$ cat src/rtl/pe2_ctrl.sv
// Address/control sequencer for a radix-2 NTT/INTT butterfly unit.
// Issues one butterfly per cycle per stage and drains the PE pipeline between stages.
module pe2_ctrl #(
  parameter int LOGN   = 9,
  parameter int RD_LAT = 1,
  parameter int PE_LAT = 7
) (
  input  logic            clk,
  input  logic            rst,
  input  logic            start,
  input  logic            mode,
  output logic            rd_en,
  output logic [LOGN-1:0] rd_addr_u,
  output logic [LOGN-1:0] rd_addr_v,
  output logic [LOGN-1:0] tw_addr,
  output logic            sel_ntt,
  output logic            wr_en,
  output logic [LOGN-1:0] wr_addr_u,
  output logic [LOGN-1:0] wr_addr_v,
  output logic            busy,
  output logic            done
);

  localparam int D    = RD_LAT + PE_LAT;
  localparam int HALF = (1 << LOGN) / 2;
  localparam int SW   = $clog2(LOGN + 1);
  localparam int CW   = $clog2(D + 1);

  localparam logic [SW-1:0]   S_LAST = SW'(LOGN - 1);
  localparam logic [LOGN-1:0] J_LAST = LOGN'(HALF - 1);
  localparam logic [CW-1:0]   C_LAST = CW'(D - 1);
  localparam logic [LOGN-1:0] ONE    = LOGN'(1);
  localparam logic [LOGN-1:0] HALF_N = LOGN'(HALF);

  typedef enum logic [1:0] {IDLE, RUN, DRAIN, DONE} state_t;

  state_t          state, state_nx;
  logic [SW-1:0]   s, s_nx;
  logic [LOGN-1:0] j, j_nx;
  logic [CW-1:0]   cnt, cnt_nx;
  logic            mode_q, mode_nx;
  logic            issue;

  always_ff @(posedge clk) begin
    if (!rst) begin
      state  <= IDLE;
      s      <= '0;
      j      <= '0;
      cnt    <= '0;
      mode_q <= 1'b0;
    end else begin
      state  <= state_nx;
      s      <= s_nx;
      j      <= j_nx;
      cnt    <= cnt_nx;
      mode_q <= mode_nx;
    end
  end

  always_comb begin
    state_nx = state;
    s_nx     = s;
    j_nx     = j;
    cnt_nx   = cnt;
    mode_nx  = mode_q;
    issue    = 1'b0;
    case (state)
      IDLE: begin
        if (start) begin
          mode_nx  = mode;
          s_nx     = '0;
          j_nx     = '0;
          cnt_nx   = '0;
          state_nx = RUN;
        end
      end
      RUN: begin
        issue = 1'b1;
        if (j == J_LAST) begin
          j_nx     = '0;
          cnt_nx   = '0;
          state_nx = DRAIN;
        end else begin
          j_nx = j + 1'b1;
        end
      end
      DRAIN: begin
        if (cnt == C_LAST) begin
          cnt_nx = '0;
          if (s < S_LAST) begin
            s_nx     = s + 1'b1;
            state_nx = RUN;
          end else begin
            state_nx = DONE;
          end
        end else begin
          cnt_nx = cnt + 1'b1;
        end
      end
      DONE:    state_nx = IDLE;
      default: state_nx = IDLE;
    endcase
  end

  // Both modes share one u/v formula; only the half-span exponent differs
  // (LOGN-1-s for NTT, s for INTT).
  logic [SW-1:0]   hb;
  logic [LOGN-1:0] lo_mask, addr_u, addr_v, addr_tw;

  always_comb begin
    hb      = mode_q ? s : (S_LAST - s);
    lo_mask = (ONE << hb) - ONE;
    addr_u  = ((j >> hb) << (hb + 1'b1)) | (j & lo_mask);
    addr_v  = addr_u | (ONE << hb);
    addr_tw = mode_q ? ((HALF_N >> s) + (j >> s)) : ((ONE << s) + (j >> hb));
  end

  assign rd_en     = issue;
  assign rd_addr_u = issue ? addr_u  : '0;
  assign rd_addr_v = issue ? addr_v  : '0;
  assign tw_addr   = issue ? addr_tw : '0;
  assign sel_ntt   = mode_q;
  assign busy      = (state != IDLE);
  assign done      = (state == DONE);

  logic [D-1:0]    wen_pipe;
  logic [LOGN-1:0] wu_pipe [D];
  logic [LOGN-1:0] wv_pipe [D];

  always_ff @(posedge clk) begin
    if (!rst) begin
      wen_pipe <= '0;
      for (int unsigned i = 0; i < D; i++) begin
        wu_pipe[i] <= '0;
        wv_pipe[i] <= '0;
      end
    end else begin
      wen_pipe[0] <= rd_en;
      wu_pipe[0]  <= rd_addr_u;
      wv_pipe[0]  <= rd_addr_v;
      for (int unsigned i = 1; i < D; i++) begin
        wen_pipe[i] <= wen_pipe[i-1];
        wu_pipe[i]  <= wu_pipe[i-1];
        wv_pipe[i]  <= wv_pipe[i-1];
      end
    end
  end

  assign wr_en     = wen_pipe[D-1];
  assign wr_addr_u = wu_pipe[D-1];
  assign wr_addr_v = wv_pipe[D-1];

endmodule

$ cat config.mk
export PLATFORM = sky130hd
export DESIGN_NAME = pe2_ctrl
export DESIGN_NICKNAME = d
export VERILOG_FILES = /design/src/rtl/pe2_ctrl.sv
export SDC_FILE = /design/constraint.sdc
export NUM_CORES = 1
export LEC_CHECK = 0
export CORE_MARGIN = 5
export CORE_UTILIZATION = 55
export CTS_CLUSTER_DIAMETER = 100
export CTS_CLUSTER_SIZE = 10
export DETAILED_ROUTE_END_ITERATION = 10
export PLACE_DENSITY_LB_ADDON = 0.1
export SLEW_MARGIN = 15
export SYNTH_ARGS = -nofsm -noshare
export SYNTH_HDL_FRONTEND = slang
export SYNTH_SLANG_ARGS = --single-unit
$ cat constraint.sdc
create_clock -name clk -period 8.31 [get_ports clk]
set_clock_uncertainty 0.1 [all_clocks]
set_input_delay 2.0775 -clock clk [delete_from_list [all_inputs] [get_ports clk]]
set_output_delay 2.0775 -clock clk [all_outputs]
set_load 0.01 [all_outputs]
After elaboration in Yosys (flattened, before gate mapping)
Memory sizes are Yosys's and may differ from the RTL's.
Index checks and enable logic that the tools add are counted.
{ "op_classes": {"n_addsub": 8, "order_cmp": 1, "n_eq_ne": 9, "shift": 6, "muxes": 39, "n_bitwise": 19, "reduce_logical": 10} }
{ "ops": {"columns": ["cell", "n"], "rows": [
  ["9-bit 2-to-1 mux", 22],
  ["4-bit 2-to-1 mux", 6],
  ["9-bit adder", 2],
  ["9-bit bitwise OR", 2],
  ["9-bit one-hot mux with 2 select lines", 1],
  ["1-bit by 4-bit << shifter with 9-bit output (first input constant)", 2],
  ["9-bit by 4-bit right shift with 9-bit output", 2],
  ["1-bit bitwise OR", 16],
  ["4-bit by 1-bit adder with 4-bit output (second input constant)", 3],
  ["4-bit one-hot mux with 3 select lines", 1],
  ["9-bit by 1-bit adder with 9-bit output (second input constant)", 1],
  ["9-bit AND", 1],
  ["9-bit by 8-bit == test with 1-bit output (second input constant)", 1],
  ["9-bit by 4-bit << shifter with 9-bit output", 1],
  ["9-bit by 4-bit right shift with 9-bit output (first input constant)", 1],
  ["9-bit by 1-bit subtractor with 9-bit output (second input constant)", 1],
  ["2-bit 2-to-1 mux", 4],
  ["2-bit inequality test (second input constant)", 4],
  ["2-bit one-hot mux with 4 select lines", 1],
  ["4-bit one-hot mux with 2 select lines", 1],
  ["3-bit AND reduction", 2],
  ["2-bit nonzero test", 3],
  ["2-bit == test (second input constant)", 2],
  ["4-bit by 3-bit == test with 1-bit output (second input constant)", 1],
  ["8 further kinds", 11]
]} }
{ "totals": {"register_bits": 28, "ramBits": 144, "inputBits": 4, "out_inout_bits": 50, "elab_cells": 100, "memories": 2} }
{ "memory_table": {"columns": ["name", "words", "word_bits", "rd", "rd_ports_with_merged_regs", "wr", "line", "source"], "rows": [
  ["wu_pipe", 8, 9, 8, 0, 8, "127", "logic [LOGN-1:0] wu_pipe [D];"],
  ["wv_pipe", 8, 9, 8, 0, 8, "128", "logic [LOGN-1:0] wv_pipe [D];"]
]} }

Logic depth before layout (Yosys ltp)
Gate-level depths: netlist of the first run.
{ "logic_depth": {"word_depth": 9, "mapped_depth": 20, "mapped_depth_nobuf": 17} }

Least setup slack after synthesis of the first run
Ideal clock, no wire load.
{ "synth_timing": {"path_kind": "register -> output", "from": "register s[0]", "to": "output port tw_addr[8]", "t_arrival_ns": 3.850, "required_time_ns": 6.133, "path_slack_ns": 2.283, "path_stages_with_launch": 18, "n_path_buf": 4, "path_cell_list": "dfxtp_1 -> buf_4 -> buf_2 -> clkbuf_1 -> clkbuf_1 -> mux4_2 -> mux2i_1 -> o21ai_0 -> ha_1 -> inv_1 -> fa_1 -> inv_1 -> a21o_1 -> a21oi_1 -> o21ai_0 -> o41ai_1 -> xnor2_1 -> a211oi_1"} }
{ "synth_between": {"elab_chain_cells": 6, "word_cells_on_any_way": 10, "classes_between": "add/sub: 3; shift: 4; mux: 3"} }
{ "synth_rtl": {"columns": ["item", "line", "source"], "rows": [
  ["start, declared", "38", "logic [SW-1:0] s, s_nx;"],
  ["start signal, assigned", "53", "s <= s_nx;"],
  ["4-bit subtractor", "111", "hb = mode_q ? s : (S_LAST - s);"],
  ["4-bit 2-to-1 mux", "111", null],
  ["9-bit by 4-bit right shift with 9-bit output", "115", "addr_tw = mode_q ? ((HALF_N >> s) + (j >> s)) : ((ONE << s) + (j >> hb));"],
  ["9-bit adder", "115", null],
  ["9-bit 2-to-1 mux (*)", "115", null],
  ["9-bit 2-to-1 mux (*)", "121", "assign tw_addr = issue ? addr_tw : '0;"],
  ["end, declared", "15", "output logic [LOGN-1:0] tw_addr,"]
]} }
Mark *: on every way between the ends. The rest lies on a longest branch, timed or not.

Worst setup path in the final report of the first run
{ "layout_timing": {"from": "register s[1]", "to": "output port tw_addr[8]"} }
The elaborated chain is that of the path after synthesis.

==> insert_results.sql, run 1 <==
INSERT INTO impl_metrics (metric_group, metric, value, unit) VALUES
('power_and_ir_drop', 'cellInternalPower', '0.001314', 'W'),
('cells_and_area', 'drive_above_1_share', '6.813', '%'),
('clock_network', 'clk_pin_slew_worst_paths', '0.07', 'ns'),
('placement', 'placed_cells', '1014', ''),
('timing', 'timing_hold_violations_final', '0', ''),
('synthesis', 'syn_nets', '875', ''),
('placement', 'gp_congestion', '0.9294', ''),
('worst_hold_path', 'timing.hold.worst.class', 'reg2reg', ''),
('synthesis', 'ys_seq_elements', '172', ''),
('power_and_ir_drop', 'power.combinational.fraction', '12.0', '%'),
('clock_network', 'clockBufferDepth', '2', ''),
('cells_and_area', 'final_common_cell', 'dfxtp_1', ''),
('die', 'die_w', '128.4', 'um'),
('worst_setup_path', 'max_stage_delay', '0.84', 'ns'),
('die', 'fp.dieH', '128.4', 'um'),
('cells_and_area', 'layout.cells.most_common_list', 'dfxtp_1, and2_1, nor2_1', ''),
('synthesis', 'synthCells', '841', ''),
('grt', 'pin_count_of_the_biggest_net_entering_global_routing', '87', ''),
('worst_setup_path', 'worstSetupPathType', 'reg2out', ''),
('worst_setup_path', 'category_of_the_worst_setup_path_capture_point', 'output port', ''),
('clock_network', 'tritoncts', 'done', ''),
('worst_setup_path', 'worst-endpoint-required', '6.13', 'ns'),
('timing', 'slew_violations', '0', ''),
('cells_and_area', 'finalNetCount', '887', ''),
('routing', 'routed_wirelength', '17110', 'um'),
('clock_network', 'post_cts_resize_count', '0', ''),
('grt', 'initial_antenna_violation_count', '0', ''),
('worst_setup_path', 'cp_bufs_invs', '4', ''),
('placement', 'buffer_ports.inserted', '53', ''),
('cells_and_area', 'final_util', '63.17', '%'),
('clock_network', 'insertion_delay', '0.41', 'ns'),
('power_and_ir_drop', 'clockPowerShare', '40.5', '%'),
('cells_and_area', 'syn2layout_area_growth', '13.27', '%'),
('die', 'initial_utilization', '55.77', '%'),
('die', 'io-pin-count', '54', ''),
('synthesis', 'syn_area', '7711', 'um^2'),
('power_and_ir_drop', 'power.share.sequential', '47.5', '%'),
('synthesis', 'avgSynthCellArea', '9.169', 'um^2'),
('worst_setup_path', 'critical_path.startpoint', 's[1]', ''),
('routing', 'postRouteAntennaNets', '0', ''),
('timing', 'max_freq', '130.7', 'MHz'),
('worst_setup_path', 'setup.worst_path.start_class', 'flip-flop', ''),
('worst_setup_path', 'critical_path.cell_chain', 'inv_1 -> ha_1 -> nor3_2 -> nor2_1 -> o31a_1 -> o21ai_1 -> inv_1 -> ha_1 -> inv_1 -> fa_1 -> nor2b_1 -> o21a_1 -> o211ai_1 -> a31oi_1 -> xor3_1 -> nor2_1 -> a211oi_1 -> clkdlybuf4s50_1', ''),
('timing', 'unrepaired_setup_endpoints_after_global_routing', 'no', ''),
('outcome', 'result_of_the_run', 'finished clean', ''),
('die', 'num_rows', '43', ''),
('timing', 'timing.final.crit_period', '7.652', 'ns'),
('worst_setup_path', 'critical_path.most_common_cell', 'inv_1', ''),
('placement', 'dp_hpwl', '12340', 'um'),
('timing', 'worst_slew_pin_slew', '1.049', 'ns'),
('die', 'placeableCoreArea', '13830', 'um^2'),
('timing', 'fin_ws', '0.6578', 'ns'),
('die', 'die_area', '16490', 'um^2'),
('cells_and_area', 'diodes', '0', ''),
('power_and_ir_drop', 'vdd_ir_drop_max', '0.0001734', 'V'),
('grt', 'grt_pass1_vias', '5666', ''),
('run', 'drv_cap', '0', ''),
('clock_network', 'clk_root_buffer_cell', 'clkbuf_16', ''),
('routing', 'routed_via_density', '5.553', ''),
('power_and_ir_drop', 'switching_share', '26.17', '%'),
('clock_network', 'post_cts.repair.setup_buffers', '0', ''),
('worst_setup_path', 'worst-endpoint-arrival', '5.47', 'ns'),
('timing', 'setup_viol', '0', ''),
('synthesis', 'edff_count_synth', '0', ''),
('synthesis', 'async_flop_share', '0', '%'),
('routing', 'detail_route.iter0.violations', '377', ''),
('clock_network', 'cts.hold.buffers_added', '0', ''),
('power_and_ir_drop', 'pwr_density_cell', '203.8', 'nW/um^2'),
('timing', 'timing.max_slew.rel_slack', '29.48', '%'),
('timing', 'timing.setup.tns', '0', 'ns'),
('placement', 'dpl_worst_slack', '1.149', 'ns');
[per-stage QoR]
step | hold slack (ns) | area, um^2
after floorplan | 0.3057 | 7711
after global placement | 0.3090 | 8177
after detailed placement | 0.3169 | 8177
after CTS | 0.3278 | 8735
after global routing | 0.3312 | 8735
final | 0.3255 | 8735
[metal layers]
| metal | routed length (um) | part of all wire, % | up-vias | GRT usage (%) |
|---|---|---|---|---|
| li1 | - | - | 2864 | - |
| met1 | 7251 | 42 | 2751 | 25.57 |
| met2 | 8430 | 49 | 147 | 37.02 |
| met3 | 741 | 4.3 | 46 | 4.981 |
| met4 | 685 | 4.0 | 0 | 10.05 |
| met5 | 0 | 0 | - | 0 |
[final cells by class]
type / instances / area (um^2) / share of cell area [%]
Inverter: 25 / 93.84 / 1.074
Timing Repair Buffer: 59 / 573.1 / 6.561
Clock inverter: 13 / 105.1 / 1.203
Tap cell: 180 / 225.2 / 2.578
Clock buffer: 19 / 452.9 / 5.185
Sequential cell: 172 / 3443 / 39.42
Multi-Input combinational cell: 578 / 3841 / 43.98
[flip-flops by register name (all words and copies together) (netlist names)]
| name | flops |
|---|---|
| wu_pipe | 72 |
| wv_pipe | 72 |
| j | 9 |
| wen_pipe | 8 |
| cnt | 4 |
| s | 4 |
| state | 2 |
| sel_ntt | 1 |
[synthesized netlist by cell type, types with 13 or more instances]
| master | count | area [um^2] |
|---|---|---|
| nor2_1 | 61 | 229.0 |
| mux2i_1 | 16 | 160.2 |
| and2_1 | 149 | 932.1 |
| nand3_1 | 13 | 65.06 |
| nor3_1 | 17 | 85.08 |
| nor2b_1 | 19 | 118.9 |
| o21ai_0 | 26 | 130.1 |
| xnor2_1 | 14 | 122.6 |
| ha_1 | 28 | 350.3 |
| inv_1 | 23 | 86.33 |
| dfxtp_1 | 172 | 3443 |
| a21oi_1 | 28 | 140.1 |
| nand2_1 | 41 | 153.9 |
| buf_4 | 21 | 157.7 |
| clkbuf_1 | 39 | 146.4 |
[final timing paths]
kind | endpoint | slack (ns) | depth (start not counted)
worst max-delay path | tw_addr[8] | 0.66 | 18
worst max register to register | wv_pipe[0][7] | 4.12 | 12
worst min-delay path | wv_pipe[0][25] | 0.33 | 1
worst min register to register | wv_pipe[0][25] | 0.33 | 1
[power groups by stage]
stage	Clock, W	Sequential [W]	Combinational, W
after floorplan	0	0.000856	0.000153
after global placement	0	0.000863	0.000210
after detailed placement	0	0.000864	0.000212
after CTS	0.000742	0.000845	0.000213
after global routing	0.000780	0.000846	0.000234
final	0.000721	0.000845	0.000214
[kinds of logic after synthesis]
group / Yosys count / synth area share [%]
simple gates: 350 / 25.18
flops: 172 / 44.65
compound gates: 149 / 12.88
buf+inv: 91 / 5.533
fa+ha+maj: 30 / 5.063
mux: 26 / 3.878
xor+xnor: 23 / 2.807
(Power assumes the default switching activity.)
==> run 2, diff against run 1 <==
--- a/config.mk
+++ b/config.mk
@@ -5,8 +5,10 @@
 export SDC_FILE = /design/constraint.sdc
 export NUM_CORES = 1
 export LEC_CHECK = 0
+export CELL_PAD_IN_SITES_DETAIL_PLACEMENT = 1
+export CELL_PAD_IN_SITES_GLOBAL_PLACEMENT = 1
 export CORE_MARGIN = 5
-export CORE_UTILIZATION = 55
+export CORE_UTILIZATION = 49
 export CTS_CLUSTER_DIAMETER = 100
 export CTS_CLUSTER_SIZE = 10
 export DETAILED_ROUTE_END_ITERATION = 10
==> run 2 against run 1 <==
Effect of this change:
- global-route usage increased by 1.8 points
- core utilization decreased by 5.7 points
- wire length is 23% higher
- clock power rose by 11%
- critical path type unchanged
- largest cell class unchanged
- highest routed layer unchanged
==> insert_results.sql, run 2 (same netlist as run 1, synthesis figures left out) <==
INSERT INTO impl_metrics (metric_group, metric, value, unit) VALUES
('outcome', 'result_of_the_run', 'finished clean', ''),
('cells_and_area', 'final_common_cell', 'dfxtp_1', ''),
('clock_network', 'cts-buffers-inserted', '17', ''),
('worst_hold_path', 'timing.hold.worst.class', 'reg2reg', ''),
('timing', 'timing_hold_violations_final', '0', ''),
('clock_network', 'numClockSinks', '172', ''),
('cells_and_area', 'registers_with_the_most_flip_flops', 'wu_pipe: 72 flops, wv_pipe: 72 flops, j: 9 flops', ''),
('cells_and_area', 'diodes', '0', ''),
('routing', 'routed_via_density', '5.475', ''),
('worst_setup_path', 'max_stage_delay', '0.59', 'ns'),
('grt', 'pin_count_of_the_biggest_net_entering_global_routing', '154', ''),
('grt', 'global_route_wire_length_before_repair', '33460', 'um'),
('worst_setup_path', 'worst-path-max-fanout', '18', ''),
('worst_setup_path', 'cp_bufs_invs', '4', ''),
('clock_network', 'clk_root_buffer_cell', 'clkbuf_16', ''),
('routing', 'routed_wire_length_per_instance', '19.60', 'um'),
('timing', 'timing.max_slew.rel_slack', '31.23', '%'),
('die', 'num_rows', '45', ''),
('clock_network', 'tritoncts', 'done', ''),
('timing', 'max_freq', '139.6', 'MHz'),
('worst_setup_path', 'worstSetupPathType', 'reg2out', ''),
('placement', 'gp_congestion', '0.8874', ''),
('worst_setup_path', 'critical_path.most_common_cell', 'inv_1', ''),
('routing', 'drt_first_pass_iters', '5', ''),
('worst_setup_path', 'cpLargestDelayFamily', 'compound AO/OA/AOI/OAI gates', ''),
('clock_network', 'clockBufferDepth', '2', ''),
('grt', 'initial_antenna_violation_count', '0', ''),
('clock_network', 'clk_pin_slew_worst_paths', '0.07', 'ns'),
('routing', 'routed_wirelength', '21080', 'um'),
('cells_and_area', 'drive_above_1_share', '6.597', '%'),
('grt', 'globalRouteOverflowTotal', '0', ''),
('routing', 'post-route-drc-count', '0', ''),
('timing', 'fin_ws', '1.146', 'ns'),
('timing', 'setup_viol', '0', ''),
('timing', 'timing.final.crit_period', '7.164', 'ns'),
('routing', 'postRouteAntennaNets', '0', ''),
('placement', 'buffer_ports.inserted', '53', ''),
('routing', 'num_vias', '5886', ''),
('worst_setup_path', 'rr_startpoint', 's[3]', ''),
('grt', 'grt.total_usage', '23.39', '%'),
('grt', 'grt_pass1_vias', '6225', ''),
('timing', 'layout_worst_path_cycle_share', '86.21', '%'),
('die', 'io-pin-count', '54', ''),
('routing', 'detail_route.iter0.violations', '245', ''),
('clock_network', 'ctsHtreeMaxLevel', '4', ''),
('cells_and_area', 'layout.cells.most_common_list', 'dfxtp_1, and2_1, nor2_1', ''),
('die', 'die_w', '135.4', 'um'),
('worst_setup_path', 'ff2ff_path_depth', '10', ''),
('die', 'placeableCoreArea', '15310', 'um^2'),
('cells_and_area', 'finalNetCount', '885', ''),
('clock_network', 'cts.hold.buffers_added', '0', ''),
('worst_hold_path', 'hold-path-endpoint', 'wv_pipe[0][21]', ''),
('clock_network', 'post_cts.repair.setup_buffers', '0', ''),
('placement', 'placement.cell_area', '8200', 'um^2'),
('cells_and_area', 'syn2layout_area_growth', '14.17', '%'),
('placement', 'dp_hpwl', '14060', 'um'),
('clock_network', 'insertion_delay', '0.42', 'ns'),
('worst_setup_path', 'reg2reg_setup_slack', '4.58', 'ns'),
('worst_hold_path', 'holdCritStartpoint', 'wv_pipe[0][12]', ''),
('cells_and_area', 'final_cell_area', '8803', 'um^2'),
('timing', 'slew_violations', '0', ''),
('die', 'initial_utilization', '50.35', '%'),
('worst_setup_path', 'crit_slowest_cell', 'clkdlybuf4s50_1', ''),
('power_and_ir_drop', 'vdd_ir_drop_max', '0.0001438', 'V'),
('die', 'fp.dieH', '135.4', 'um'),
('die', 'die_area', '18350', 'um^2'),
('worst_setup_path', 'category_of_the_worst_setup_path_capture_point', 'output port', ''),
('worst_setup_path', 'worst-endpoint-arrival', '4.99', 'ns'),
('worst_setup_path', 'worst-endpoint-required', '6.13', 'ns'),
('timing', 'unrepaired_setup_endpoints_after_global_routing', 'no', ''),
('cells_and_area', 'final_util', '57.48', '%'),
('clock_network', 'post_cts_resize_count', '0', ''),
('placement', 'dpl_worst_slack', '1.593', 'ns'),
('worst_setup_path', 'timing.rr.end', 'wu_pipe[0][8]', ''),
('timing', 'timing.setup.tns', '0', 'ns'),
('power_and_ir_drop', 'pwr_density_cell', '211.8', 'nW/um^2'),
('worst_setup_path', 'critical_path.cell_chain', 'inv_1 -> ha_1 -> mux2i_4 -> mux2_2 -> o21ai_1 -> o21ai_1 -> inv_1 -> ha_1 -> inv_1 -> fa_1 -> nor2b_1 -> o21a_1 -> o211ai_1 -> a31oi_1 -> xor3_1 -> nor2_1 -> a211oi_1 -> clkdlybuf4s50_1', ''),
('worst_setup_path', 'setup.worst_path.start_class', 'flip-flop', ''),
('power_and_ir_drop', 'p_leak', '3.555', 'nW'),
('timing', 'worst_slew_pin_slew', '1.023', 'ns'),
('run', 'drv_cap', '0', ''),
('worst_hold_path', 'min_delay_path_depth', '1', '');
[run 2: changes by cell type in the layout (fill, tap and decap cells not counted)]
cell	delta
inv_8	+5
clkbuf_8	-2
bufinv_16	+1
clkinv_2	-1
clkinvlp_4	-2
clkinv_4	+1
inv_6	-4
clkinv_8	+2
buf_4	-2
[run 2: final cells by class]
class | count | area (um^2)
multi-input combinational | 578 | 3841
timing repair buffer | 57 | 558.0
clock inverter | 15 | 177.7
clock buffer | 17 | 425.4
sequential | 172 | 3443
tap | 211 | 264.0
fill | 1717 | 6511
inverter | 25 | 93.84
[run 2: worst max path at each step]
stage | cells past startpoint | start | endpoint | slack, ns
after global routing | 18 | s[1] | tw_addr[8] | 0.83
after CTS | 18 | s[1] | tw_addr[8] | 1.12
final | 18 | s[1] | tw_addr[8] | 1.15
after global placement | 18 | s[1] | tw_addr[8] | 1.82
after detailed placement | 18 | s[1] | tw_addr[8] | 1.59
after floorplan | 17 | s[0] | tw_addr[8] | 2.28
[run 2: report_power, final]
group	switching, W	total, W	internal (W)
Combinational	0.000143	0.000219	0.0000755
Sequential	0.0000116	0.000845	0.000833
Clock	0.000370	0.000801	0.000432
Total	0.000525	0.00186	0.00134
[run 2: through the flow]
step | hold WS [ns] | cells | power, W
2_1_floorplan | 0.3057 | 841 | 0.001009
3_3_place_gp | 0.3111 | 1043 | 0.001072
6_report | 0.3281 | 1075 | 0.001865
3_5_place_dp | 0.3194 | 1043 | 0.001081
4_1_cts | 0.3313 | 1075 | 0.001874
5_1_grt | 0.3390 | 1075 | 0.001936
[run 2: per-layer routing]
layer  global-route usage, %  vias to the layer above  part of all wire, %
met5                       0                        -                    0
met4                   7.727                        0                  2.2
met3                   4.978                       35                  3.5
met2                   42.84                      132                   53
met1                   27.01                     2868                   42
li1                        -                     2851                    -
==> run 3, diff against run 2 <==
==> constraint.sdc (replaced) <==
create_clock -name clk -period 9.05 [get_ports clk]
set_clock_uncertainty 0.1 [all_clocks]
set_input_delay 2.2625 -clock clk [delete_from_list [all_inputs] [get_ports clk]]
set_output_delay 2.2625 -clock clk [all_outputs]
set_load 0.01 [all_outputs]
==> run 3 against run 2 <==
Effect of this change:
- count of clock-buffer cells in the layout is 1 higher
- sequential power is 8.2% lower
- critical path type unchanged
- wire length is 2.3% lower
- largest power group unchanged
- global-route usage is 0.55 points lower
- first-iteration DRC count is 49% higher
- core utilization is 0.30 points lower
- critical endpoint unchanged
- final cell count hardly changed
- die area stayed put
==> insert_results.sql, run 3 (same netlist as run 1, synthesis figures left out) <==
INSERT INTO impl_metrics (metric_group, metric, value, unit) VALUES
('die', 'placeableCoreArea', '15310', 'um^2'),
('clock_network', 'cts.hold.buffers_added', '0', ''),
('clock_network', 'numClockSinks', '172', ''),
('routing', 'detail_route.iter0.violations', '365', ''),
('routing', 'drt_first_pass_iters', '6', ''),
('timing', 'layout_worst_path_cycle_share', '88.61', '%'),
('clock_network', 'clk_pin_slew_worst_paths', '0.07', 'ns'),
('power_and_ir_drop', 'vdd_ir_drop_max', '0.0001274', 'V'),
('die', 'die_area', '18350', 'um^2'),
('worst_setup_path', 'worst-path-max-fanout', '22', ''),
('grt', 'initial_antenna_violation_count', '0', ''),
('routing', 'postRouteAntennaNets', '0', ''),
('clock_network', 'post_cts.repair.setup_buffers', '0', ''),
('worst_setup_path', 'worstSetupPathType', 'reg2out', ''),
('cells_and_area', 'diodes', '0', ''),
('clock_network', 'clk_root_buffer_cell', 'clkbuf_16', ''),
('cells_and_area', 'final_cell_area', '8757', 'um^2'),
('timing', 'slew_violations', '0', ''),
('cells_and_area', 'n_fill_cell', '1740', ''),
('routing', 'post-route-drc-count', '0', ''),
('routing', 'routed_via_density', '5.483', ''),
('clock_network', 'post_cts_resize_count', '0', ''),
('timing', 'timing.setup.tns', '0', 'ns'),
('clock_network', 'ctsHtreeMaxLevel', '4', ''),
('grt', 'grt.total_usage', '22.84', '%'),
('power_and_ir_drop', 'p_leak', '3.527', 'nW'),
('timing', 'timing.max_slew.rel_slack', '30.95', '%'),
('routing', 'num_vias', '5889', ''),
('cells_and_area', 'drive_above_1_share', '6.489', '%'),
('grt', 'global_route_wire_length_before_repair', '32730', 'um'),
('cells_and_area', 'syn2layout_area_growth', '13.56', '%'),
('placement', 'buffer_ports.inserted', '53', ''),
('run', 'drv_cap', '0', ''),
('clock_network', 'tritoncts', 'done', ''),
('placement', 'gp_congestion', '0.8853', ''),
('timing', 'max_freq', '124.7', 'MHz'),
('grt', 'grt_pass1_vias', '6125', ''),
('worst_setup_path', 'worst-endpoint-required', '6.69', 'ns'),
('clock_network', 'insertion_delay', '0.42', 'ns'),
('timing', 'setup_viol', '0', ''),
('routing', 'routed_wirelength', '20580', 'um'),
('die', 'die_w', '135.4', 'um'),
('placement', 'placement.cell_area', '8193', 'um^2'),
('die', 'initial_utilization', '50.35', '%'),
('placement', 'dp_hpwl', '13870', 'um'),
('worst_hold_path', 'timing.hold.worst.class', 'reg2reg', ''),
('cells_and_area', 'layout.cells.most_common_list', 'dfxtp_1, and2_1, nor2_1', ''),
('timing', 'timing.final.crit_period', '8.019', 'ns'),
('clock_network', 'clockBufferDepth', '2', ''),
('cells_and_area', 'seq_area', '3443', 'um^2'),
('cells_and_area', 'finalNetCount', '884', ''),
('clock_network', 'cts-buffers-inserted', '17', ''),
('worst_setup_path', 'worst-endpoint-arrival', '5.66', 'ns'),
('die', 'fp.dieH', '135.4', 'um'),
('worst_setup_path', 'setup.worst_path.start_class', 'flip-flop', ''),
('cells_and_area', 'multi_input_comb_area', '3841', 'um^2'),
('timing', 'timing_hold_violations_final', '0', ''),
('die', 'io-pin-count', '54', ''),
('grt', 'globalRouteOverflowTotal', '0', ''),
('grt', 'pin_count_of_the_biggest_net_entering_global_routing', '154', ''),
('cells_and_area', 'registers_with_the_most_flip_flops', 'wu_pipe: 72 flops, wv_pipe: 72 flops, j: 9 flops', ''),
('timing', 'unrepaired_setup_endpoints_after_global_routing', 'no', ''),
('worst_setup_path', 'category_of_the_worst_setup_path_capture_point', 'output port', ''),
('die', 'num_rows', '45', ''),
('cells_and_area', 'final_common_cell', 'dfxtp_1', ''),
('routing', 'routed_wire_length_per_instance', '19.16', 'um'),
('power_and_ir_drop', 'pwr_density_cell', '191.0', 'nW/um^2'),
('timing', 'worst_slew_pin_slew', '1.036', 'ns'),
('outcome', 'result_of_the_run', 'finished clean', '');
==> run 3: final timing paths <==
| check | from | to | cells after the start | slack (ns) |
|---|---|---|---|---|
| worst max-delay path | s[1] | tw_addr[8] | 18 | 1.03 |
| worst min-delay path | wv_pipe[0][7] | wv_pipe[0][16] | 1 | 0.33 |
| worst min register to register | wv_pipe[0][7] | wv_pipe[0][16] | 1 | 0.33 |
| worst max register to register | s[1] | wu_pipe[0][8] | 10 | 4.69 |
==> run 3: through the flow <==
| stage | cells | hold slack, ns | power (W) | setup slack, ns | util, % |
|---|---|---|---|---|---|
| after floorplan | 841 | 0.3057 | 0.0009270 | 2.838 | - |
| after global placement | 1042 | 0.3103 | 0.0009825 | 1.694 | 53.50 |
| after CTS | 1074 | 0.3348 | 0.001688 | 1.063 | 57.18 |
| after global routing | 1074 | 0.3484 | 0.001742 | 0.6794 | 57.18 |
| after detailed placement | 1042 | 0.3195 | 0.0009895 | 1.525 | 53.50 |
| final | 1074 | 0.3324 | 0.001672 | 1.031 | 57.18 |
==> run 3: report_power, final <==
| part | leakage [nW] | switching [W] | internal (W) | total, W |
|---|---|---|---|---|
| sequential | 1.39 | 0.0000107 | 0.000765 | 0.000776 |
| combinational | 1.87 | 0.000129 | 0.0000691 | 0.000198 |
| clock | 0.272 | 0.000328 | 0.000371 | 0.000699 |
| total | 3.53 | 0.000468 | 0.00120 | 0.00167 |
==> run 3: layout make-up <==
type	count	area share, %
inverters	25	1.072
well taps	211	3.015
repair buffers	56	6.287
flip-flops and latches	172	39.32
clock inverters	14	1.429
clock buffers	18	5.015
multi-input cells	578	43.86
==> run 3: critical path, cell delays in order, from the launching register on <==
cell             delay, ns
dfxtp_1               0.84
inv_1                 0.33
ha_1                  0.44
mux2i_4               0.58
mux2_2                0.40
o21ai_1               0.13
o21ai_1               0.20
inv_1                 0.10
ha_1                  0.16
inv_1                 0.06
fa_1                  0.40
nor2b_1               0.13
o21a_1                0.17
o211ai_1              0.12
a31oi_1               0.17
xor3_1                0.18
nor2_1                0.04
a211oi_1              0.21
clkdlybuf4s50_1       0.57
==> run 3: routing by layer <==
layer | part of all wire, % | track usage, % | routed length, um | up-vias
met5 | 0 | 0 | 0 | -
met3 | 2.9 | 3.789 | 591 | 21
met4 | 1.6 | 7.111 | 326 | 0
met1 | 43 | 26.93 | 8830 | 2891
met2 | 53 | 42.17 | 10830 | 123
li1 | - | - | - | 2854
